## src/rtl/m_serial_adder_if.sv

```systemverilog
// Handshake and data bundle for the bit-serial adder.
// The master drives a request, the slave returns status and result.
interface m_serial_adder_if #(
   parameter int WIDTH = 8
);
   logic             w_start;
   logic [WIDTH-1:0] w_a;
   logic [WIDTH-1:0] w_b;
   logic             w_cin;
   logic             w_busy;
   logic             w_done;
   logic [WIDTH-1:0] w_s;
   logic             w_cout;

   modport master (
      output w_start, w_a, w_b, w_cin,
      input  w_busy, w_done, w_s, w_cout
   );

   modport slave (
      input  w_start, w_a, w_b, w_cin,
      output w_busy, w_done, w_s, w_cout
   );
endinterface

```

## src/rtl/m_serial_adder.sv

```systemverilog
// Bit-serial adder: one full adder, LSB first, WIDTH cycles per op.
// Carry is held in a flip-flop between bit slices.
module m_FA (
   input  logic w_a,
   input  logic w_b,
   input  logic w_cin,
   output logic w_s,
   output logic w_cout
);
   assign w_s    = w_a ^ w_b ^ w_cin;
   assign w_cout = (w_a & w_b) | (w_cin & (w_a ^ w_b));
endmodule

module m_serial_adder #(
   parameter int WIDTH = 8
) (
   input logic w_clk,
   input logic w_rst_n,
   m_serial_adder_if.slave bus
);
   localparam int CW = $clog2(WIDTH + 1);

   typedef enum logic [1:0] {
      IDLE,
      RUN,
      DONE
   } state_t;

   state_t           state;
   logic [WIDTH-1:0] r_a;
   logic [WIDTH-1:0] r_b;
   logic             r_c;
   logic [CW-1:0]    cnt;
   logic [WIDTH-1:0] r_s;
   logic [WIDTH-1:0] s_nxt;
   logic             r_cout;
   logic             r_busy;
   logic             r_done;
   logic             fa_s;
   logic             fa_co;

   m_FA u_fa (
      .w_a   (r_a[0]),
      .w_b   (r_b[0]),
      .w_cin (r_c),
      .w_s   (fa_s),
      .w_cout(fa_co)
   );

   // New sum bit enters at the MSB; the register shifts right.
   generate
      if (WIDTH == 1) begin : g_s1
         assign s_nxt = fa_s;
      end else begin : g_sn
         assign s_nxt = {fa_s, r_s[WIDTH-1:1]};
      end
   endgenerate

   // Sequencer: capture, WIDTH bit slices, one-cycle done.
   always_ff @(posedge w_clk or negedge w_rst_n) begin
      if (!w_rst_n) begin
         state  <= IDLE;
         r_a    <= '0;
         r_b    <= '0;
         r_c    <= 1'b0;
         cnt    <= '0;
         r_s    <= '0;
         r_cout <= 1'b0;
         r_busy <= 1'b0;
         r_done <= 1'b0;
      end else begin
         unique case (state)
            IDLE: begin
               if (bus.w_start) begin
                  r_a    <= bus.w_a;
                  r_b    <= bus.w_b;
                  r_c    <= bus.w_cin;
                  cnt    <= '0;
                  r_s    <= '0;
                  r_cout <= 1'b0;
                  r_busy <= 1'b1;
                  state  <= RUN;
               end
            end
            RUN: begin
               r_a <= r_a >> 1;
               r_b <= r_b >> 1;
               r_s <= s_nxt;
               r_c <= fa_co;
               cnt <= cnt + CW'(1);
               if (cnt == CW'(WIDTH - 1)) begin
                  r_cout <= fa_co;
                  r_done <= 1'b1;
                  state  <= DONE;
               end
            end
            DONE: begin
               r_done <= 1'b0;
               r_busy <= 1'b0;
               state  <= IDLE;
            end
            default: state <= IDLE;
         endcase
      end
   end

   assign bus.w_busy = r_busy;
   assign bus.w_done = r_done;
   assign bus.w_s    = r_s;
   assign bus.w_cout = r_cout;
endmodule

```

## src/flat_wrapper.sv

```systemverilog
// flat-port wrapper written by rule: the top's interface ports become plain ports
module m_serial_adder_flat 
#(
   parameter int WIDTH = 8
)
  (w_clk, w_rst_n, bus_w_start, bus_w_a, bus_w_b, bus_w_cin, bus_w_busy, bus_w_done, bus_w_s, bus_w_cout);
  m_serial_adder_if #(.WIDTH(WIDTH)) bus_i ();
  input logic w_clk;
  input logic w_rst_n;
  input wire logic [$bits(bus_i.w_start)-1:0] bus_w_start;
  input wire logic [$bits(bus_i.w_a)-1:0] bus_w_a;
  input wire logic [$bits(bus_i.w_b)-1:0] bus_w_b;
  input wire logic [$bits(bus_i.w_cin)-1:0] bus_w_cin;
  output wire logic [$bits(bus_i.w_busy)-1:0] bus_w_busy;
  output wire logic [$bits(bus_i.w_done)-1:0] bus_w_done;
  output wire logic [$bits(bus_i.w_s)-1:0] bus_w_s;
  output wire logic [$bits(bus_i.w_cout)-1:0] bus_w_cout;
  assign bus_i.w_start = bus_w_start;
  assign bus_i.w_a = bus_w_a;
  assign bus_i.w_b = bus_w_b;
  assign bus_i.w_cin = bus_w_cin;
  assign bus_w_busy = bus_i.w_busy;
  assign bus_w_done = bus_i.w_done;
  assign bus_w_s = bus_i.w_s;
  assign bus_w_cout = bus_i.w_cout;
  m_serial_adder #(.WIDTH(WIDTH)) u_core (.w_clk(w_clk), .w_rst_n(w_rst_n), .bus(bus_i));
endmodule
```

## config.mk

```make
export PLATFORM = sky130hd
export DESIGN_NAME = m_serial_adder_flat
export DESIGN_NICKNAME = d
export VERILOG_FILES = /design/src/rtl/m_serial_adder_if.sv /design/src/rtl/m_serial_adder.sv /design/src/flat_wrapper.sv
export SDC_FILE = /design/constraint.sdc
export NUM_CORES = 1
export LEC_CHECK = 0
export BUFFER_PORTS_ARGS = -buffer_cell sky130_fd_sc_hd__buf_2
export CAP_MARGIN = 20
export CORE_ASPECT_RATIO = 1.1
export CORE_MARGIN = 2
export CORE_UTILIZATION = 48
export DETAILED_ROUTE_END_ITERATION = 8
export GPL_TIMING_DRIVEN = 0
export PLACE_DENSITY = 0.74
export SLEW_MARGIN = 10
export SYNTH_ARGS = -nofsm -noshare
export SYNTH_HDL_FRONTEND = slang
export SYNTH_SLANG_ARGS = --single-unit
```

## constraint.sdc

```tcl
create_clock -name w_clk -period 1.25 [get_ports w_clk]
set_input_delay 0.125 -clock w_clk [delete_from_list [all_inputs] [get_ports w_clk]]
set_output_delay 0.125 -clock w_clk [all_outputs]
set_load 0.01 [all_outputs]
```

# Word-level counts from Yosys, hierarchy flattened
# Index checks and enable logic that the tools add are counted.
# op_classes
add_sub_neg,1
muxes,20
reduce_logical,9
n_eq_ne,5
shift,0
multipliers,0
div_mod_pow,0
order_cmp,0
bitwise,5
# ops
cell,count
8-bit one-hot mux with 2 select lines,3
8-bit 2-to-1 mux,3
1-bit one-hot mux with 2 select lines,4
4-bit one-hot mux with 2 select lines,1
2-bit AND reduction,4
2-bit nonzero test,3
1-bit 2-to-1 mux,5
"4-bit by 1-bit adder with 4-bit output, second input constant",1
"4-bit by 3-bit equality test with 1-bit output, second input constant",1
2-bit 2-to-1 mux,2
4-bit 2-to-1 mux,1
2-bit one-hot mux with 2 select lines,1
3-bit AND reduction,1
1-bit AND,2
"2-bit by 1-bit equality test with 1-bit output, second input constant",1
"2-bit equality test, second input constant",1
2-bit logical NOT,1
"2-bit by 1-bit != test with 1-bit output, second input constant",1
"2-bit != test, second input constant",1
1-bit XOR,2
1-bit bitwise OR,1
# word_totals
latchBits,0
romBits,0
elab_cells,49
mem_count,0
ramBits,0
register_bits,34
in_bits,20
out_inout_bits,11

# Depth between registers and ports, before layout
# Gate-level depths: netlist (run 1).
# logic_depth
depth_word,5
ltp_mapped,6
ltp_nobuf,5

# By module
# From an unflattened synthesis (run 1), not the netlist that was laid out.
# hier_totals
cells_unflattened,146
hier_area_um2,1511.4
# modules_own_cells
module,cells_per_inst,n_inst,area_per_inst_um2,seq_area_each_um2
m_serial_adder,145,1,1491.4,850.8
m_FA,1,1,20.0,0.0

# Least setup slack after synthesis (run 1)
# No wires, ideal clock.
# synth_timing
kind,register -> register
from,register u_core.state[0]
to,register u_core.r_s[0] (netlist: u_core.bus.w_s[0])
setup_time_ns,0.117
period_less_slack_ns,1.326
path_buffers,3
path_stages_with_launch,7
path_slack_ns,-0.076
required_ns,1.133
arrival_time_ns,1.209
path_cell_list,dfrtp_1 > buf_6 > or3b_1 > buf_6 > buf_6 > nand3_2 > nand2_1
# synth_between
elab_chain_len,3
word_cells_on_any_way,6
classes_between,eq/ne (2); mux (1); reduce/logical (3)
# synth_lines
element,line_no,text
"start, declared",m_serial_adder.sv:29,state_t state;
"start signal, assigned",m_serial_adder.sv:62,state <= IDLE;
"start signal, assigned",m_serial_adder.sv:82,state <= RUN;
"start signal, assigned",m_serial_adder.sv:94,state <= DONE;
2-bit by 1-bit equality test with 1-bit output or 2-bit logical NOT (tied branches),m_serial_adder.sv:72,unique case (state)
2-bit nonzero test (no line) or 2-bit != test (tied branches),n/a,
2-bit AND reduction (no line),n/a,
"end signal, assigned",m_serial_adder.sv:88,r_s <= s_nxt;
"end, declared",m_serial_adder.sv:34,logic [WIDTH-1:0] r_s;
# Parallel ways exist; a longest one is shown, timed or not.
# A chain may end at the register's enable or synchronous reset.

# Worst setup path after layout (run 1)
# layout_timing
from,register u_core.state[0]
to,register u_core.r_s[2] (netlist: u_core.bus.w_s[2])
# The elaborated chain is that of the path after synthesis.

==> results of run 1 <==
[per-stage QoR]
stage	setup slack, ns	instances
floorplan	-0.0730	147
global placement	-0.130	211
detailed placement	-0.182	211
CTS	-0.141	231
global route	-0.181	236
finish	-0.143	236
[worst max path at each step]
stage	cells past startpoint	slack [ns]	to
6_report	6	-0.14	u_core.bus.w_s[2]
5_1_grt	6	-0.18	u_core.bus.w_s[2]
4_1_cts	6	-0.14	u_core.r_a[7]
3_5_place_dp	5	-0.18	u_core.bus.w_s[4]
3_3_place_gp	5	-0.13	u_core.bus.w_s[4]
2_1_floorplan	6	-0.07	u_core.bus.w_s[0]
[per-layer routing]
| layer | routed length, um | share of wire [%] | up-vias | global-route usage, % |
|---|---|---|---|---|
| met5 | 0 | 0 | - | 0 |
| met4 | 14 | 0.41 | 0 | 7.56 |
| met3 | 161 | 4.7 | 2 | 6.42 |
| met2 | 1850 | 54 | 36 | 33.4 |
| met1 | 1400 | 41 | 624 | 24.7 |
| li1 | - | - | 607 | - |
[layout make-up]
| class | instances | area, um2 |
|---|---|---|
| buffer | 8 | 81.3 |
| clock buffer | 7 | 55.1 |
| clock inverter | 1 | 5.00 |
| fill | 236 | 1020 |
| inverter | 4 | 15.0 |
| multi-input combinational | 101 | 634 |
| sequential | 34 | 852 |
| tap | 34 | 42.5 |
| timing repair buffer | 47 | 313 |
[what timing repair did]
action	CTS	global route
setup endpoints to repair	28	31
hold buffers	6	2
buffers inserted	5	2
hold endpoints to repair	39	2
cloned	1	1
gates resized for setup	9	16
pin swaps	4	6
[power breakdown]
group          internal [uW]  total (uW)  switching [uW]
logic                    989        2100            1110
clock network            272         633             360
registers               1590        1910             325
[cells in the mapped netlist (2+ instances only)]
cell type / n
nor2_1: 8
dfrtp_1: 34
nand2_1: 42
inv_1: 4
o21ai_0: 6
nor3b_1: 2
buf_2: 3
a22oi_1: 10
nand3_2: 9
a21o_1: 2
o22ai_1: 5
a21oi_1: 2
nor2b_1: 2
mux2i_1: 2
nand3_1: 2
buf_6: 3
[worst max-delay path, stage by stage (launching register included)]
cell	delay, ns
dfrtp_1	0.38
buf_6	0.13
or3b_4	0.38
buf_6	0.15
clkbuf_16	0.15
nand3_2	0.06
nand2_1	0.05
[flip-flops by register name, summed over array words and instances (netlist names)]
register and cells:
u_core.bus.w_busy 1, u_core.bus.w_cout 1, u_core.bus.w_done 1, u_core.bus.w_s 8, u_core.cnt 4, u_core.r_a 8
u_core.r_b 8, u_core.r_c 1, u_core.state 2
[kinds of logic (layout without fill, tap and decap cells)]
kind of cell	after synthesis	count (layout)	share of synthesized area [%]
adder cells (fa/ha/maj)	2	2	2.16
multiplexers	2	2	1.33
buffers and inverters	12	67	4.99
AO/OA/AOI/OAI	28	28	12.3
flip-flops	34	34	56.5
AND/OR/NAND/NOR	69	69	22.7
==> results.py, run 1 <==
metrics = {
    "outcome": {
        "status": "complete, but fails checks",
        "violations": "negative setup slack",
    },
    "pwr": {
        "power_uw": 4650,
        "leakage_uw": 0.00101,
        "ir_worst_vdd_mv": 1.65,
        "powerDensity_nw_per_um2": 2330,
    },
    "global_routing": {
        "grt_pass1_wl_um": 5600,
        "grt_max_degree": 35,
        "first_global_vias": 1258,
        "grt_overflow": 0,
        "grt_usage_pct": 20.3,
        "antenna_found_initial": 0,
    },
    "die": {
        "core_um2": 3020,
        "initial_core_util_pct": 49.8,
        "ioPinCount": 31,
        "die_w_um": 57.4,
        "fp.dieH_um": 62.7,
        "dieArea_um2": 3600,
        "rows": 21,
    },
    "sta": {
        "min_period_ns": 1.39,
        "fmax_mhz": 718,
        "slew_headroom_pct": 50.8,
        "skew_ns": 0.0103,
        "setup_ws_ns": -0.143,
        "holdWs_ns": 0.0127,
        "tightest_slew_ns": 0.738,
        "fin_crit_sh_pct": 111,
        "rsz0062_at_grt": "yes",
        "final-max-slew-violation-count": 0,
        "hold_viol": 0,
        "setup_viol": 26,
        "tns_ns": -2.09,
    },
    "worst_hold_path": {
        "hp-start": "bus_w_a[6]",
        "holdPathStages": 3,
        "whs_endpoint": "u_core.r_a[6]",
        "hp-class": "primary input to flop",
    },
    "worst_setup_path": {
        "r2r_slack_ns": -0.14,
        "crit_fanout": 6,
        "crit_path_end_kind": "flop",
        "reg2reg_depth": 6,
        "critPathKind": "flop to flop",
        "timing.rr.start": "u_core.state[0]",
        "timing.rr.end": "u_core.bus.w_s[2]",
        "arrival_ns": 1.64,
        "critPathLaunchType": "flop",
        "critPathLaunch": "u_core.state[0]",
        "crit_required_ns": 1.49,
    },
    "route": {
        "drt_iter0_drc": 50,
        "wl_per_cell_um": 14.5,
        "first_pass_iters": 4,
        "drt_wl_total_um": 3420,
        "antenna_left": 0,
        "drc_errors": 0,
        "vias": 1269,
        "viasPerCell": 5.38,
    },
    "synthesis": {
        "synthArstFlopShare_pct": 100,
        "synthCells": 147,
        "ys.flop_type": "dfrtp_1",
        "synth_top_area_share_pct": 56.5,
        "synth_area_um2": 1510,
        "syn_nets": 169,
        "avgSynthCellArea_um2": 10.2,
        "yosysSeqAreaShare_pct": 56.5,
        "ys_warn_count": 0,
        "synth_area_leaders": "dfrtp_1 (57%), nand2_1 (10%), nand3_2 (6.0%)",
        "ys_ff_latch": 34,
        "synth_cell_type_count": 27,
        "synth_edf_count": 0,
        "yosysTopAreaCell": "dfrtp_1",
    },
    "cts": {
        "cts_tree": "yes",
        "clock_latency_ns": 0.34,
        "cts_sinks": 34,
        "htree_levels": 2,
        "cts.path.max_buffers": 2,
        "root_buffer": "clkbuf_4",
        "cts_buffers": 5,
        "clk_pin_slew_ns": 0.11,
    },
    "cells_and_area": {
        "antenna_cells": 0,
        "nets": 223,
        "utilization_pct": 66.1,
        "drive_gt1_share_pct": 36.6,
        "syn2layout_area_growth_pct": 32.8,
        "fin_area_um2": 2000,
        "final_common_cell": "nand2_1",
        "layout_common_cells": "nand2_1 (41), dfrtp_1 (33), buf_2 (31)",
    },
    "run": {
        "cap_viol_max_count": 0,
    },
    "placed_design": {
        "place_hpwl_um": 2190,
        "port_buffers": 30,
        "gp_congestion": 0.780,
        "post_dp_cell_area_um2": 1700,
    },
}
(Power assumes the default switching activity.)
==> inputs of run 2 (changes only) <==
Settings changed: RECOVER_POWER from default to 100.
==> run 2 against run 1 <==
Against the previous run:
- the flow still finishes with violations (negative setup slack)
- flip-flop and latch count stayed put
- die area unchanged
- clock-buffer cell count stayed put
- routed wire length increased by 1.2%
==> results.py, run 2 (same netlist as run 1, synthesis figures left out) <==
metrics = {
    "outcome": {
        "status": "complete, but fails checks",
        "violations": "negative setup slack",
    },
    "cells_and_area": {
        "layout_common_cells": "nand2_1 (41), dfrtp_1 (33), buf_2 (19)",
        "drive_gt1_share_pct": 31.2,
        "fin_area_um2": 1980,
        "syn2layout_area_growth_pct": 31.8,
        "antenna_cells": 0,
        "stdcell_count": 236,
        "nets": 223,
        "final_common_cell": "nand2_1",
    },
    "sta": {
        "setup_viol": 26,
        "final-max-slew-violation-count": 0,
        "setup_ws_ns": -0.143,
        "hold_viol": 0,
        "skew_ns": 0.00941,
        "tightest_slew_ns": 0.828,
        "min_period_ns": 1.39,
        "fmax_mhz": 718,
        "rsz0062_at_grt": "yes",
        "slew_headroom_pct": 44.8,
        "fin_crit_sh_pct": 111,
        "tns_ns": -2.24,
    },
    "die": {
        "dieArea_um2": 3600,
        "fp.dieH_um": 62.7,
        "die_w_um": 57.4,
        "initial_core_util_pct": 49.8,
        "rows": 21,
        "ioPinCount": 31,
        "core_um2": 3020,
    },
    "cts": {
        "cts_sinks": 34,
        "cts.path.max_buffers": 2,
        "clock_latency_ns": 0.34,
        "htree_levels": 2,
        "cts_buffers": 5,
        "clk_pin_slew_ns": 0.11,
        "root_buffer": "clkbuf_4",
        "cts_tree": "yes",
    },
    "pwr": {
        "leakage_uw": 0.000977,
        "p_clk_share_pct": 13.8,
        "powerDensity_nw_per_um2": 2330,
        "power.switching_uw": 1810,
        "swShare_pct": 39.2,
        "pwr-share-comb_pct": 44.7,
        "pwr-share-seq_pct": 41.5,
        "ir_worst_vdd_mv": 1.64,
        "p_int_uw": 2810,
        "power_uw": 4620,
    },
    "worst_hold_path": {
        "whs_endpoint": "u_core.r_a[1]",
        "hp-start": "bus_w_a[1]",
        "holdPathStages": 3,
        "hp-class": "primary input to flop",
    },
    "global_routing": {
        "grt_max_degree": 35,
        "grt_usage_pct": 20.3,
        "grt_overflow": 0,
        "antenna_found_initial": 0,
        "grt_pass1_wl_um": 5600,
        "first_global_vias": 1258,
    },
    "route": {
        "drt_wl_total_um": 3460,
        "drc_errors": 0,
        "first_pass_iters": 4,
        "viasPerCell": 5.40,
        "antenna_left": 0,
        "wl_per_cell_um": 14.7,
        "vias": 1274,
        "drt_iter0_drc": 49,
    },
    "worst_setup_path": {
        "r2r_slack_ns": -0.14,
        "timing.rr.start": "u_core.state[0]",
        "crit_fanout": 6,
        "reg2reg_depth": 6,
        "critPathLaunchType": "flop",
        "critPathKind": "flop to flop",
        "crit_required_ns": 1.50,
        "crit_path_end_kind": "flop",
        "arrival_ns": 1.64,
        "timing.rr.end": "u_core.bus.w_s[2]",
    },
    "placed_design": {
        "post_dp_cell_area_um2": 1700,
        "place_hpwl_um": 2190,
        "port_buffers": 30,
        "dp.cells": 211,
        "gp_congestion": 0.780,
    },
    "run": {
        "cap_viol_max_count": 0,
    },
}
[run 2: worst max path at each step]
stage                        endpoint             from  cells after the start  slack (ns)
floorplan           u_core.bus.w_s[0]  u_core.state[0]                      6       -0.07
global placement    u_core.bus.w_s[4]  u_core.state[1]                      5       -0.13
detailed placement  u_core.bus.w_s[4]  u_core.state[1]                      5       -0.18
CTS                     u_core.r_a[7]  u_core.state[0]                      6       -0.14
global route        u_core.bus.w_s[2]  u_core.state[0]                      6       -0.18
finish              u_core.bus.w_s[2]  u_core.state[0]                      6       -0.14
[run 2: cell type report]
class | instances | area [um2]
multi-input cells | 101 | 634
fillers | 244 | 1040
plain buffers | 8 | 81.3
clock inverters | 1 | 5.00
inverters | 4 | 15.0
well taps | 34 | 42.5
repair buffers | 47 | 299
clock buffers | 7 | 55.1
flip-flops and latches | 34 | 852
[run 2: metal layers]
metal	share of wire (%)	global-route usage, %	vias up	wire [um]
li1	-	-	605	-
met4	1.3	7.56	0	46
met3	5.0	6.42	6	173
met1	40	24.7	626	1400
met5	0	0	-	0
met2	53	33.4	37	1840
[run 2: repair_timing]
item	CTS	global route
resized for setup	9	16
pin swaps	4	6
gates cloned	1	1
hold endpoints to repair	39	2
setup endpoints to repair	28	31
hold buffers	6	2
setup buffers	5	2
[run 2: power by group through the flow]
| stage | clock [uW] | combinational (uW) | sequential [uW] |
|---|---|---|---|
| floorplan | 0 | 1160 | 1930 |
| global placement | 0 | 1660 | 1880 |
| detailed placement | 0 | 1740 | 1920 |
| CTS | 645 | 1900 | 1900 |
| global route | 706 | 2290 | 1980 |
| finish | 637 | 2060 | 1920 |
[run 2: per-stage QoR]
| stage | setup slack (ns) | util (%) | hold WS, ns |
|---|---|---|---|
| floorplan | -0.0730 | - | -0.171 |
| CTS | -0.141 | 62.7 | 0.000113 |
| detailed placement | -0.182 | 56.3 | 0.236 |
| global placement | -0.130 | 56.3 | 0.221 |
| global route | -0.181 | 65.7 | 0.00233 |
| finish | -0.143 | 65.7 | 0.00752 |
[run 2: critical path: stages, from the launching register on]
cell and delay [ns]:
dfrtp_1 0.38, buf_6 0.13, or3b_4 0.38, buf_6 0.15, clkbuf_16 0.16, nand3_2 0.06, nand2_1 0.05
